File: config.mk
export PLATFORM = sky130hd
export DESIGN_NAME = sobel_frame_ctrl
export DESIGN_NICKNAME = d
export VERILOG_FILES = /design/src/rtl/sobel_frame_ctrl.sv
export SDC_FILE = /design/constraint.sdc
export NUM_CORES = 1
export LEC_CHECK = 0
export ABC_AREA = 1
export CAP_MARGIN = 20
export CELL_PAD_IN_SITES_DETAIL_PLACEMENT = 0
export CELL_PAD_IN_SITES_GLOBAL_PLACEMENT = 1
export CORE_MARGIN = 2
export CORE_UTILIZATION = 48
export CTS_CLUSTER_DIAMETER = 120
export DETAILED_ROUTE_END_ITERATION = 12
export DONT_BUFFER_PORTS = 1
export PLACE_DENSITY = 0.81
export SYNTH_ARGS = -nofsm -noshare
export SYNTH_HDL_FRONTEND = slang
export SYNTH_SLANG_ARGS = --single-unit
File: constraint.sdc
create_clock -name clock -period 2.7 [get_ports clock]
set_input_delay 0.54 -clock clock [delete_from_list [all_inputs] [get_ports clock]]
set_output_delay 0.54 -clock clock [all_outputs]
set_load 0.005 [all_outputs]
File: src/rtl/sobel_frame_ctrl.sv
// Output frame sequencer: drops fill-up results, adds borders, flags frame end.
// Border insertion is compiled in only when SOBEL_FRAME_BORDER_EN is defined.
module sobel_frame_ctrl #(
  parameter int WIDTH        = 720,
  parameter int HEIGHT       = 540,
  parameter int DWIDTH       = 8,
  parameter int CWIDTH       = 16,
  parameter int BORDER_VALUE = 0
) (
  input  logic              clock,
  input  logic              reset,
  input  logic              start,
  input  logic [DWIDTH-1:0] in_dout,
  input  logic              in_empty,
  output logic              in_rd_en,
  output logic [DWIDTH-1:0] out_din,
  input  logic              out_full,
  output logic              out_wr_en,
  output logic              busy,
  output logic              done,
  output logic [CWIDTH-1:0] row
);

`ifdef SOBEL_FRAME_BORDER_EN
  typedef enum logic [2:0] {
    S_IDLE, S_TOP, S_DISCARD, S_HEAD,
    S_BODY, S_TAIL, S_BOTTOM, S_DONE
  } state_t;
  localparam logic [CWIDTH-1:0] ROW_LAST = CWIDTH'(HEIGHT - 2);
  localparam logic [DWIDTH-1:0] BORDER = DWIDTH'(BORDER_VALUE);
`else
  typedef enum logic [1:0] {
    S_IDLE, S_DISCARD, S_BODY, S_DONE
  } state_t;
  localparam logic [CWIDTH-1:0] ROW_LAST = CWIDTH'(HEIGHT - 3);
  logic unused_border;
  assign unused_border = ^DWIDTH'(BORDER_VALUE);
`endif

  state_t            state;
  logic [CWIDTH-1:0] col;
  logic [CWIDTH-1:0] col_max;
  logic              fire;

  always_comb begin
    in_rd_en  = 1'b0;
    out_wr_en = 1'b0;
    out_din   = '0;
    col_max   = '0;
    unique case (state)
      S_DISCARD: begin
        in_rd_en = !in_empty;
        col_max  = CWIDTH'(1);
      end
      S_BODY: begin
        in_rd_en  = !in_empty && !out_full;
        out_wr_en = !in_empty && !out_full;
        out_din   = in_dout;
        col_max   = CWIDTH'(WIDTH - 3);
      end
`ifdef SOBEL_FRAME_BORDER_EN
      S_TOP, S_BOTTOM: begin
        out_wr_en = !out_full;
        out_din   = BORDER;
        col_max   = CWIDTH'(WIDTH - 1);
      end
      S_HEAD, S_TAIL: begin
        out_wr_en = !out_full;
        out_din   = BORDER;
      end
`endif
      default: ;
    endcase
    fire = in_rd_en || out_wr_en;
  end

  always_ff @(posedge clock or negedge reset) begin
    if (!reset) begin
      state <= S_IDLE;
      col   <= '0;
      row   <= '0;
      busy  <= 1'b0;
      done  <= 1'b0;
    end else begin
      done <= 1'b0;
      unique case (state)
        S_IDLE: if (start) begin
          busy <= 1'b1;
          col  <= '0;
          row  <= '0;
`ifdef SOBEL_FRAME_BORDER_EN
          state <= S_TOP;
`else
          state <= S_DISCARD;
`endif
        end
        S_DONE: state <= S_IDLE;
        default: if (fire) begin
          if (col != col_max) begin
            col <= col + 1'b1;
          end else begin
            col <= '0;
            case (state)
`ifdef SOBEL_FRAME_BORDER_EN
              S_TOP: begin
                row   <= CWIDTH'(1);
                state <= S_DISCARD;
              end
              S_DISCARD: state <= S_HEAD;
              S_HEAD:    state <= S_BODY;
              S_BODY:    state <= S_TAIL;
              S_TAIL: begin
                row   <= row + 1'b1;
                state <= (row != ROW_LAST) ? S_DISCARD : S_BOTTOM;
              end
              S_BOTTOM: begin
                state <= S_DONE;
                busy  <= 1'b0;
                done  <= 1'b1;
              end
`else
              S_DISCARD: state <= S_BODY;
              S_BODY: if (row != ROW_LAST) begin
                row   <= row + 1'b1;
                state <= S_DISCARD;
              end else begin
                state <= S_DONE;
                busy  <= 1'b0;
                done  <= 1'b1;
              end
`endif
              default: ;
            endcase
          end
        end
      endcase
    end
  end

endmodule

# Yosys cells after proc, flatten, opt, wreduce, memory -nomap -nowiden
# Index checks and enable logic that the tools add are counted.
classes:
  muxes: 30
  n_bitwise: 1
  n_addsub: 2
  eq_ne: 9
  reduce_logical: 15
op_table:
  columns: ["cell", "count"]
  rows:
  - ["$mux 16", 7]
  - ["$pmux 16 s2", 2]
  - ["$add 16x1->16 const B", 2]
  - ["$pmux 10 s2", 1]
  - ["$ne 16x10->1 const B", 1]
  - ["$ne 16x16->1", 1]
  - ["$reduce_and 6->1", 2]
  - ["$mux 1", 11]
  - ["$mux 2", 4]
  - ["$mux 8", 1]
  - ["$pmux 2 s2", 2]
  - ["$reduce_bool 2->1", 3]
  - ["$eq 2x2->1 const B", 2]
  - ["$ne 2x1->1 const B", 2]
  - ["$pmux 1 s2", 2]
  - ["$reduce_and 4->1", 1]
  - ["$reduce_bool 4->1", 1]
  - ["$ne 3x1->1 const B", 1]
  - ["$reduce_and 3->1", 1]
  - ["$reduce_bool 3->1", 1]
  - ["$eq 2x1->1 const B", 1]
  - ["$logic_not 1->1", 2]
  - ["$logic_not 2->1", 1]
  - ["$ne 2x2->1 const B", 1]
  - ["4 further kinds", 4]
word_totals:
  register_bits: 36
  wordCells: 62

# Logic depth before layout (Yosys ltp)
logic_depth:
  word_depth: 6
  depth_mapped: 12

# Worst setup path after synthesis
# OpenSTA, ideal clock, no wires.
synth_path:
  path_kind: "register to register"
  from: "reg state[0]"
  to: "reg row[9]"
  setup_ps: 117
  slack_ps: 917
  required_ps: 2583
  n_path_buf: 1
  stages_incl_launch_ff: 11
  arrival_ps: 1666
  synth_period_minus_slack_ps: 1783
  path_cell_list: "dfrtp_1 inv_1 ha_1 inv_2 o21ai_1 nand2_1 a21oi_4 nand3_4 buf_6 nand2_1 nand2_1"
synth_via:
  elab_chain_cells: 5
  word_cells_on_any_way: 17
synth_lines:
  columns: ["item", "line_no", "source"]
  rows:
  - ["start: declaration", "40", "state_t state;"]
  - ["start signal: assignment", "79", "state <= S_IDLE;"]
  - ["start signal: assignment", "94", "state <= S_DISCARD;"]
  - ["start signal: assignment", "97", "S_DONE: state <= S_IDLE;"]
  - ["$eq 2x2->1 / $eq 2x1->1 (equally long branches)", "50, 103", null]
  - ["$pmux 10 s2, or another cell as far along", "50", "unique case (state)"]
  - ["$ne 16x16->1 / $logic_or 1x1->1 (equally long branches)", "99, 74", null]
  - ["$ne 2x1->1 (no line) / $reduce_bool 2->1 (equally long branches)", null, null]
  - ["$reduce_and 6->1 (no line)", null, null]
  - ["end signal: assignment", "124", "row <= row + 1'b1;"]
  - ["end: declaration", "21", "output logic [CWIDTH-1:0] row"]
# Several ways; a longest one is shown, not always the timed one.
# A chain may end at the register's enable or synchronous reset.

# Final worst setup path
layout_path:
  from: "reg state[0]"
  to: "reg col[2]"
layout_via:
  elab_chain_cells: 6
  word_cells_on_any_way: 16
layout_lines:
  columns: ["item", "line_no", "source"]
  rows:
  - ["$eq 2x2->1 / $eq 2x1->1 (equally long branches)", "50", null]
  - ["$pmux 10 s2", "50", null]
  - ["$ne 16x16->1", "99", "if (col != col_max) begin"]
  - ["$mux 16", "99", null]
  - ["$mux 16", "98", "default: if (fire) begin"]
  - ["$pmux 16 s2", "86", "unique case (state)"]
  - ["end signal: assignment", "100", "col <= col + 1'b1;"]
  - ["end: declaration", "41", "logic [CWIDTH-1:0] col;"]
# Several ways; a longest one is shown, not always the timed one. The select of a mux whose other input is x is not followed.

==> impl_metrics.env <==
export IMPL_dr_pass1_iters=4
export IMPL_synth_cells=428
export IMPL_async_flop_share_pct=100
export IMPL_cts_tree="yes"
export IMPL_syn_area_per_cell_um2=6.42
export IMPL_fmax_mhz=478
export IMPL_drive_above_1_share_pct=7.28
export IMPL_worstPathRequired_ps=2870
export IMPL_period_share_pct=77.5
export IMPL_syn_num_nets=449
export IMPL_max_slew_worst_pin_slew_ps=453
export IMPL_hold_viol=0
export IMPL_reg2reg_depth=9
export IMPL_area_delta_synth_final_pct=6.06
export IMPL_clk_path_buf_depth=2
export IMPL_cts_buffers=5
export IMPL_cts_resized=0
export IMPL_ant_nets=0
export IMPL_clk_pin_slew_ps=80
export IMPL_num_vias=2588
export IMPL_relSlewSlack_pct=69.7
export IMPL_cp_max_fo=26
export IMPL_drv_slew=0
export IMPL_wl_per_cell_um=13.5
export IMPL_insertion_delay_ps=300
export IMPL_cellPowerDensity_nw_per_um2=723
export IMPL_die_y_um=79.6
export IMPL_grt_ovfl_total=0
export IMPL_core_um2=5510
export IMPL_whs_ps=75.0
export IMPL_drc_errors=0
export IMPL_ys_ff_latch=36
export IMPL_fin_tns_setup_ps=0
export IMPL_antenna_found_initial=0
export IMPL_crit_path_end_kind="register"
export IMPL_drv_cap=0
export IMPL_die_w_um=79.6
export IMPL_ys_flop_type="dfrtp_1"
export IMPL_totalWireLength_um=6720
export IMPL_ys_seq_area_share_pct=32.8
export IMPL_rsz0062_at_grt="no"
export IMPL_status="completed"
export IMPL_period_needed_ps=2090
export IMPL_yosysUniqueCellTypes=31
export IMPL_ir_worst_vdd_v=0.000412
export IMPL_vias_per_cell=5.20
export IMPL_startpoint_type="register"
export IMPL_finClkSkew_ps=9.13
export IMPL_grt_pass1_wl_um=11000
export IMPL_synth_edff_count=0
export IMPL_synth_warnings=0
export IMPL_pre_cts_ws_ps=611
export IMPL_fin_nets=446
export IMPL_drt_first_iter_violations=146
export IMPL_path_class="register to register"
export IMPL_setup_violations=0
export IMPL_die_area_um2=6340
export IMPL_grt_pass1_vias=2342
export IMPL_synth_area_um2=2750
export IMPL_rows=27
export IMPL_port_buffer_count=0
export IMPL_postLayoutSetupSlackWorst_ps=608
export IMPL_cts_max_level=2
export IMPL_grt_max_degree=37
export IMPL_root_buffer="clkbuf_8"
export IMPL_track_usage_pct=22.2
export IMPL_fillers=585
export IMPL_crit_arrival_ps=2270
export IMPL_pin_count=41
export IMPL_postCtsSetupBuffers=0
export IMPL_hold_path_class="input port to asynchronous set/reset pin"
export IMPL_start_util_pct=49.9
export IMPL_ctsHoldBuffers=1
export IMPL_power_leakage_nw=1.47
export IMPL_place_congestion=0.888
export IMPL_antennaDiodeCount=0
export IMPL_dp_hpwl_um=4760
export IMPL_clkSinkCount=36
## where the power goes
part	total (mW)	leakage [nW]	switching [mW]	internal [mW]
logic	0.924	0.914	0.688	0.236
clock network	0.536	0.0645	0.210	0.326
registers	0.646	0.493	0.0668	0.579
total	2.11	1.47	0.965	1.14
## stage by stage
stage	std cells	total power [mW]	cell area, um2	util (%)
detailed placement	489	1.57	2770	50.2
finish	498	2.11	2910	52.9
CTS	498	2.13	2910	52.9
floorplan	428	1.41	2750	-
global route	498	2.27	2910	52.9
global placement	489	1.57	2770	50.2
## final timing paths
kind	slack, ps	start	to
min in group clock	540	busy$_DFFE_PN0P_	busy$_DFFE_PN0P_
worst max-delay path	610	state[0]$_DFFE_PN0P_	col[2]$_DFFE_PN0P_
worst max register to register	610	state[0]$_DFFE_PN0P_	col[2]$_DFFE_PN0P_
max in group asynchronous	2420	reset	col[10]$_DFFE_PN0P_
worst min-delay path	80	reset	row[7]$_DFFE_PN0P_
worst min register to register	540	busy$_DFFE_PN0P_	busy$_DFFE_PN0P_
## cell type report
class	count	area [um2]	area share, %
clock buffer	7	96.3	3.31
clock inverter	1	30.0	1.03
inverter	49	184	6.31
multi-input combinational	329	1570	53.9
sequential	36	901	30.9
tap	72	90.1	3.09
timing repair buffer	4	42.5	1.46
## sequential cells by signal (all words and copies together), names as in the netlist
name / cells
busy: 1
col: 16
done: 1
row: 16
state: 2
## cell usage after synthesis, types with 3 or more instances
library cell	instances	area (um2)
inv_1	47	176
nand4_1	8	50.1
o21ai_0	6	30.0
buf_4	3	22.5
buf_2	5	25.0
nand2_1	141	529
o21ai_2	5	43.8
or2_2	3	18.8
nor2_1	63	236
buf_6	3	33.8
o21ai_1	7	35.0
nand3_1	56	280
a21oi_1	6	30.0
ha_1	8	100
clkbuf_1	3	11.3
dfrtp_1	36	901
xor2_1	6	52.6
nor3_1	4	20.0
## worst max-delay path, cell delays in order, from the launching register on
cell     delay [ps]
dfrtp_1         400
inv_1           100
ha_1            350
inv_2            60
o21ai_1         130
nand2_1         110
a21oi_4         330
inv_2           280
nand2_1         140
o21ai_2          60
## cell usage in the layout (no fill, tap or decap)
master | synthesis | layout
nand2_1 | 141 | 141
nor2_1 | 63 | 63
nand3_1 | 56 | 56
inv_1 | 47 | 47
dfrtp_1 | 36 | 36
nand4_1 | 8 | 8
ha_1 | 8 | 8
o21ai_1 | 7 | 7
clkbuf_8 | 0 | 7
a21oi_1 | 6 | 6
xor2_1 | 6 | 6
o21ai_0 | 6 | 6
o21ai_2 | 5 | 5
nor3_1 | 4 | 4
or2_2 | 3 | 3
buf_4 | 3 | 3
inv_2 | 2 | 2
nand2_2 | 2 | 2
nor2_2 | 2 | 2
nor3b_1 | 2 | 2
o21bai_1 | 2 | 2
nand3_2 | 1 | 1
nor4_1 | 1 | 1
a21oi_4 | 1 | 1
nand2_4 | 1 | 1
nor2_4 | 1 | 1
nand3_4 | 1 | 1
xnor2_1 | 1 | 1
and2_0 | 1 | 1
bufinv_16 | 0 | 1
buf_12 | 0 | 1
## routing by layer
metal,global-route usage (%),vias up,part of all wire [%]
li1,-,1334,-
met4,5.69,0,1.3
met5,0,-,0
met2,37.8,64,48
met1,28.8,1181,47
met3,4.19,9,4.3
## kinds of logic (layout without fill, tap and decap cells)
logic type,Yosys count,count (layout),synth area share (%)
fa+ha+maj,8,8,3.64
buf+inv,63,61,10.1
compound gates,27,27,6.20
flops,36,36,32.8
simple gates,287,287,45.1
xor+xnor,7,7,2.23
Power figures use the tool's default switching activity.
